<file path="src/rtl/sprite_frame_scheduler.sv">
// sprite_frame_scheduler: once per frame, erases all eight characters at their
// last-drawn positions, opens a one-cycle update window, then redraws every
// character one pixel per clock from the live position registers.
module sprite_frame_scheduler #(
  parameter logic [7:0] X_OFFSET = 8'd26,
  parameter logic [7:0] Y_OFFSET = 8'd1,
  parameter logic [2:0] BG_COLOR = 3'b000
) (
  input  logic       clock_50,
  input  logic       reset,
  input  logic       frame_tick,
  output logic [2:0] character_type,
  input  logic [7:0] char_x,
  input  logic [7:0] char_y,
  output logic [2:0] sprite_px,
  output logic [2:0] sprite_py,
  input  logic       sprite_bit,
  input  logic [2:0] sprite_color,
  output logic [7:0] vga_x,
  output logic [7:0] vga_y,
  output logic [2:0] vga_color,
  output logic       vga_plot,
  output logic       update_en,
  output logic       busy,
  output logic       frame_done,
  output logic       overrun
);

  typedef enum logic [1:0] {IDLE, ERASE, UPDATE, DRAW} state_t;

  state_t     state_q, state_d;
  logic [2:0] char_q, char_d;
  logic [2:0] px_q, px_d;
  logic [2:0] py_q, py_d;
  logic       snap_valid_q, snap_valid_d;
  logic       done_q, done_d;
  logic       overrun_q;

  // Last-drawn position of each character; read combinationally during ERASE.
  logic [7:0] snap_x_q [8];
  logic [7:0] snap_y_q [8];

  logic [7:0] base_x, base_y;
  logic       sweep_last;

  assign sweep_last = (px_q == 3'd4) && (py_q == 3'd4);

  // State, sweep counters and status pulses.
  always_ff @(posedge clock_50) begin
    if (reset) begin
      state_q      <= IDLE;
      char_q       <= 3'd0;
      px_q         <= 3'd0;
      py_q         <= 3'd0;
      snap_valid_q <= 1'b0;
      done_q       <= 1'b0;
      overrun_q    <= 1'b0;
    end else begin
      state_q      <= state_d;
      char_q       <= char_d;
      px_q         <= px_d;
      py_q         <= py_d;
      snap_valid_q <= snap_valid_d;
      done_q       <= done_d;
      overrun_q    <= frame_tick && (state_q != IDLE);
    end
  end

  // Capture the drawn position on the last pixel of each character in DRAW.
  always_ff @(posedge clock_50) begin
    if (state_q == DRAW && sweep_last) begin
      snap_x_q[char_q] <= char_x;
      snap_y_q[char_q] <= char_y;
    end
  end

  // Next-state logic: the 5x5x8 pixel sweep is shared by ERASE and DRAW.
  always_comb begin
    state_d      = state_q;
    char_d       = char_q;
    px_d         = px_q;
    py_d         = py_q;
    snap_valid_d = snap_valid_q;
    done_d       = 1'b0;
    case (state_q)
      IDLE: begin
        if (frame_tick) state_d = snap_valid_q ? ERASE : UPDATE;
      end
      ERASE, DRAW: begin
        if (px_q == 3'd4) begin
          px_d = 3'd0;
          if (py_q == 3'd4) begin
            py_d   = 3'd0;
            char_d = char_q + 3'd1;  // wraps 7 -> 0 at end of sweep
            if (char_q == 3'd7) begin
              if (state_q == ERASE) begin
                state_d = UPDATE;
              end else begin
                state_d      = IDLE;
                snap_valid_d = 1'b1;
                done_d       = 1'b1;
              end
            end
          end else begin
            py_d = py_q + 3'd1;
          end
        end else begin
          px_d = px_q + 3'd1;
        end
      end
      UPDATE: state_d = DRAW;
      default: state_d = IDLE;
    endcase
  end

  // Plot port: erase uses the snapshot in background colour, draw uses live data.
  always_comb begin
    base_x    = snap_x_q[char_q];
    base_y    = snap_y_q[char_q];
    vga_plot  = 1'b0;
    vga_color = BG_COLOR;
    case (state_q)
      ERASE: vga_plot = 1'b1;
      DRAW: begin
        base_x    = char_x;
        base_y    = char_y;
        vga_plot  = sprite_bit;
        vga_color = sprite_color;
      end
      default: ;
    endcase
  end

  // 8-bit address arithmetic wraps modulo 256 by design.
  assign vga_x          = base_x + {5'b0, px_q} + X_OFFSET;
  assign vga_y          = base_y + {5'b0, py_q} + Y_OFFSET;
  assign character_type = char_q;
  assign sprite_px      = px_q;
  assign sprite_py      = py_q;
  assign update_en      = (state_q == UPDATE);
  assign busy           = (state_q != IDLE);
  assign frame_done     = done_q;
  assign overrun        = overrun_q;

endmodule

</file>
<file path="config.mk">
export PLATFORM = sky130hd
export DESIGN_NAME = sprite_frame_scheduler
export DESIGN_NICKNAME = d
export VERILOG_FILES = /design/src/rtl/sprite_frame_scheduler.sv
export SDC_FILE = /design/constraint.sdc
export NUM_CORES = 1
export LEC_CHECK = 0
export CAP_MARGIN = 25
export CORE_MARGIN = 2
export CORE_UTILIZATION = 57
export CTS_CLUSTER_DIAMETER = 50
export DETAILED_ROUTE_END_ITERATION = 10
export GPL_TIMING_DRIVEN = 0
export MAX_ROUTING_LAYER = met4
export PLACE_DENSITY = 0.76
export SYNTH_ARGS = -nofsm -noshare
export SYNTH_HDL_FRONTEND = slang
export SYNTH_SLANG_ARGS = --single-unit
</file>
<file path="constraint.sdc">
create_clock -name clock_50 -period 5.7 [get_ports clock_50]
set_input_delay 1.71 -clock clock_50 [delete_from_list [all_inputs] [get_ports clock_50]]
set_output_delay 1.71 -clock clock_50 [all_outputs]
set_load 0.02 [all_outputs]
</file>
# Yosys cells after proc, flatten, opt, wreduce, memory -nomap -nowiden
# Memory sizes are Yosys's and may differ from the RTL's. A register that Yosys moved wholly into a read port is not among the register bits.
# Cells that the tools add are included.
[word_totals] mem_bits_rw=128 latchBits=0 elab_cells=62 rom_bits=0 register_bits=14 n_memories=2 out_inout_bits=33
[op_classes] shifts=0 div_mod_pow=0 magnitude_cmp=0 eq_ne=10 n_addsub=7 reduce_logical=11 muxes=20 bitwise=5 n_mul=0
[mem_list] memory="snap_x_q" depth=8 width=8 read_ports=1 rd_ports_with_merged_regs=1 write_ports=1 line_no="40" text="logic [7:0] snap_x_q [8];"
[mem_list] memory="snap_y_q" depth=8 width=8 read_ports=1 rd_ports_with_merged_regs=1 write_ports=1 line_no="41" text="logic [7:0] snap_y_q [8];"
[op_table] operator="2-to-1 mux 3 bit" n=7
[op_table] operator="adder 8 x 3 -> 8 bit" n=2
[op_table] operator="2-to-1 mux 8 bit" n=2
[op_table] operator="2-to-1 mux 2 bit" n=6
[op_table] operator="adder 3 x 1 -> 3 bit (second input constant)" n=3
[op_table] operator="equality test 3 bit (second input constant)" n=3
[op_table] operator="adder 8 x 1 -> 8 bit (second input constant)" n=1
[op_table] operator="adder 8 x 5 -> 8 bit (second input constant)" n=1
[op_table] operator="inequality test 2 bit (second input constant)" n=4
[op_table] operator="one-hot mux 2 bit (3 select lines)" n=1
[op_table] operator="inverter 1 bit" n=5
[op_table] operator="AND reduction 5 bit" n=1
[op_table] operator="OR reduction 5 bit" n=1
[op_table] operator="equality test 2 bit (second input constant)" n=2
[op_table] operator="AND reduction 4 bit" n=1
[op_table] operator="logical AND 1 bit" n=3
[op_table] operator="2-to-1 mux 1 bit" n=3
[op_table] operator="AND reduction 3 bit" n=1
[op_table] operator="equality test 2 x 1 -> 1 bit (second input constant)" n=1
[op_table] operator="zero test 2 bit" n=1
[op_table] operator="one-hot mux 1 bit (2 select lines)" n=1
[op_table] operator="AND reduction 2 bit" n=1
[op_table] operator="nonzero test 2 bit" n=1
[op_table] operator="OR reduction 2 bit" n=1

# Longest topological paths before layout
[depth] depth_word=6 ltp_mapped=18 mapped_depth_nobuf=15

# Least setup slack after synthesis
# Ideal clock, no wire load.
[synth_path] kind="input -> output" startpoint="in char_x[1]" endpoint="out vga_x[7]" n_path_buf=0 path_stages=12 setup_slack_ns=0.359 arrival_ns=3.631 path_cell_list="a21oi_1 ha_1 inv_1 ha_1 inv_1 fa_1 inv_1 a21oi_1 o21ai_0 a21o_1 nand2_1 xnor2_1"
[synth_via] elab_chain_len=3
[synth_rtl] item="from (decl)" line_no="13" text="input logic [7:0] char_x,"
[synth_rtl] item="2-to-1 mux 8 bit" line_no="122" text="case (state_q)"
[synth_rtl] item="adder 8 x 3 -> 8 bit" line_no="135" text="assign vga_x = base_x + {5'b0, px_q} + X_OFFSET;"
[synth_rtl] item="adder 8 x 5 -> 8 bit" line_no="135"
[synth_rtl] item="to (decl)" line_no="19" text="output logic [7:0] vga_x,"
# Every way passes these cells.

# Worst setup path in the final report
# Same ends and word-level chain as after synthesis.

==> flow_metrics.env <==
export IMPL_ys_ff_latch=145
export IMPL_clock_path_buffers=2
export IMPL_synth_mux_area_share_pct=14.82
export IMPL_status="finished clean"
export IMPL_hold_slack_ns=0.5096
export IMPL_multi_input_area_mm2=0.002021
export IMPL_synthArstFlopShare_pct=0
export IMPL_crit_fanout=9
export IMPL_wl_per_cell_um=21.82
export IMPL_track_usage_pct=25.32
export IMPL_maxSlewHeadroom_pct=39.61
export IMPL_min_path_type="flip-flop to flip-flop"
export IMPL_viasPerCell=5.782
export IMPL_crit_path_start_kind="input port"
export IMPL_finalHoldViolCount=0
export IMPL_r2r_start="state_q[0]$_SDFFE_PP0P_"
export IMPL_netlist_instances=389
export IMPL_worst_ep_required_time_ns=3.99
export IMPL_cts_buffers=17
export IMPL_drc=0
export IMPL_die_h_um=109.6
export IMPL_period_needed_ns=5.596
export IMPL_reg2reg_slack_ns=2.98
export IMPL_placement_rows=38
export IMPL_cts_sinks=145
export IMPL_synth_fp_nets=435
export IMPL_ys_warn_count=0
export IMPL_areaGrowthSynthToFinish_pct=24.76
export IMPL_ys_seq_area_share_pct=65.81
export IMPL_dp_hpwl_mm=8.971
export IMPL_rsz0062_at_grt="true"
export IMPL_synth_xor_area_share_pct=1.929
export IMPL_io_buffer_count=55
export IMPL_setup_viol=0
export IMPL_synth_edf_count=128
export IMPL_overflow=0
export IMPL_slew_viol_final=0
export IMPL_synth_area_per_cell_um2=16.34
export IMPL_syn_area_mm2=0.006357
export IMPL_cts_tree="done"
export IMPL_fin_util_pct=73.16
export IMPL_fill_cells=689
export IMPL_grt_pass1_vias=3702
export IMPL_crit_path_end_kind="output pin"
export IMPL_antenna_found_initial=0
export IMPL_fin_ws_ns=0.1039
export IMPL_ctsHoldBuffers=0
export IMPL_rr_endpoint="snap_y_q[0][3]$_DFFE_PP_"
export IMPL_place_area_mm2=0.007261
export IMPL_layout_nets=527
export IMPL_synth_top_family_by_area="multiplexers"
export IMPL_critPathCapture="vga_x[7]"
export IMPL_worstMarginPinSlew_ns=0.9009
export IMPL_finClkSkew_ns=0.01489
export IMPL_cts_clk_slew_worst_paths_ns=0.06
export IMPL_synth_compound_area_share_pct=3.720
export IMPL_grt_max_degree=20
export IMPL_critPathKind="input port to output pin"
export IMPL_drt_total_wl_mm=13.79
export IMPL_ctsRootBufferMaster="clkbuf_8"
export IMPL_ioPinCount=56
export IMPL_antenna_cells=0
export IMPL_start_util_pct=58.64
export IMPL_register_area_mm2=0.004184
export IMPL_num_vias=3654
export IMPL_coreArea_mm2=0.01084
export IMPL_cp_startpoint="char_x[1]"
export IMPL_cap_violations=0
export IMPL_yosys_area_share_simple_pct=5.137
export IMPL_fin_area_mm2=0.007931
export IMPL_vdd_drop_max_uv=280.5
export IMPL_synth_fa_ha_area_share_pct=4.763
export IMPL_place_gp_congestion=0.8068
export IMPL_grt_pass1_wl_mm=20.98
export IMPL_r2r_cells=7
export IMPL_fp_dieW_um=109.6
export IMPL_power_density_mw_per_mm2=329.7
export IMPL_drive_above_1_share_pct=25.00
export IMPL_clock_latency_ns=0.52
export IMPL_arrival_ns=3.89
export IMPL_drt_initial_drc_count=231
export IMPL_dp_slack_ns=-1.212
export IMPL_drt_pass1_iter_count=4
export IMPL_leakagePower_nw=2.734
export IMPL_clock_fmax_ghz=0.1787
export IMPL_synth_ff_type="edfxtp_1"
export IMPL_synth_cell_type_count=45
export IMPL_postRouteAntennaNets=0
export IMPL_fin_crit_sh_pct=98.18
export IMPL_die_area_mm2=0.01201
export IMPL_htreeDepth=4
final cells by class:
type | count | area share [%]
flip-flops and latches | 145 | 52.75
clock buffers | 18 | 5.269
inverters | 23 | 1.104
clock inverters | 12 | 1.514
well taps | 140 | 2.209
multi-input cells | 205 | 25.48
repair buffers | 75 | 9.418
plain buffers | 14 | 2.256
worst min path at each step:
stage | endpoint | depth (start not counted) | startpoint
floorplan | snap_valid_q$_SDFFE_PP0P_ | 1 | snap_valid_q$_SDFFE_PP0P_
global placement | snap_valid_q$_SDFFE_PP0P_ | 1 | snap_valid_q$_SDFFE_PP0P_
detailed placement | snap_valid_q$_SDFFE_PP0P_ | 1 | snap_valid_q$_SDFFE_PP0P_
CTS | snap_valid_q$_SDFFE_PP0P_ | 1 | snap_valid_q$_SDFFE_PP0P_
global route | snap_valid_q$_SDFFE_PP0P_ | 1 | snap_valid_q$_SDFFE_PP0P_
finish | snap_valid_q$_SDFFE_PP0P_ | 1 | snap_valid_q$_SDFFE_PP0P_
through the flow:
stage               std cells  power (mW)  setup TNS (ns)
global placement          584       1.603          -5.767
global route              632       2.700        -0.08097
floorplan                 389       1.438               0
detailed placement        593       1.615          -6.565
finish                    632       2.615               0
CTS                       621       2.611        -0.06477
layout by cell type, fill, tap and decap left out, types with 5 or more instances in the layout:
cell	Yosys	final
mux2i_1	30	29
buf_4	4	15
clkinv_2	1	5
dfxtp_1	17	17
edfxtp_1	128	128
nor2_2	0	7
clkdlybuf4s50_1	0	40
a21o_1	5	5
inv_1	22	21
a21oi_1	13	11
nor2_1	24	17
nand2_1	19	18
buf_8	0	5
ha_1	21	19
o21ai_0	14	12
clkbuf_16	0	16
xnor2_1	10	9
buf_6	3	7
mux4_2	27	27
dlygate4sd2_1	0	5
kinds of logic after synthesis:
logic type,Yosys count
buffers and inverters,39
DFF,145
adders and majority gates,23
AOI/OAI and AO/OA,40
xor gates and xnor gates,14
muxes,60
and+or+nand+nor,68
synth_stat cells (2+ instances only):
cell,n,area (um2)
nand2b_1,3,18.77
o21ai_0,14,70.07
fa_1,2,40.04
xor2_1,4,35.03
nor3b_1,2,15.01
o21a_1,2,15.01
inv_1,22,82.58
mux2_2,2,22.52
edfxtp_1,128,3844
nor3_1,6,30.03
a21oi_1,13,65.06
clkbuf_1,4,15.01
nand3_1,2,10.01
dfxtp_1,17,340.3
buf_6,3,33.78
and2_1,3,18.77
buf_2,2,10.01
ha_1,21,262.8
a21o_1,5,37.54
buf_4,4,30.03
mux4_2,27,608.1
xnor2_1,10,87.58
nand2_1,19,71.32
mux2i_1,30,300.3
nor2_1,24,90.09
critical path, stage by stage:
cell	delay (ns)
buf_2	0.17
a21oi_4	0.18
ha_4	0.22
inv_1	0.05
ha_2	0.18
inv_1	0.06
fa_2	0.42
inv_2	0.06
a21oi_1	0.07
o21ai_2	0.15
a21o_1	0.16
nand2_2	0.07
xnor2_2	0.21
buf_4	0.17
repair_timing:
item / in CTS / in global routing
setup endpoints to repair: 13 / 7
buffers inserted: 0 / 11
resized for setup: 43 / 26
pin swaps: 4 / 4
cloned: 0 / 0
sequential cells by signal, summed over array words and instances (netlist names), named ones only:
name and count:
snap_valid_q 1, sprite_py 3, state_q 2, overrun 1, snap_y_q 64, frame_done 1
character_type 3, sprite_px 3, snap_x_q 64
power by group:
| group | switching [mW] | total, mW | internal, mW |
|---|---|---|---|
| Clock | 0.402 | 1.01 | 0.611 |
| Sequential | 0.0122 | 1.18 | 1.17 |
| Combinational | 0.236 | 0.424 | 0.188 |
metal layers:
layer,GRT usage (%),routed length (um)
met5,-,0
met4,6.600,154
met3,4.801,842
met2,39.86,6951
met1,34.54,5841
Note: power is estimated with default switching activity, not from simulation.
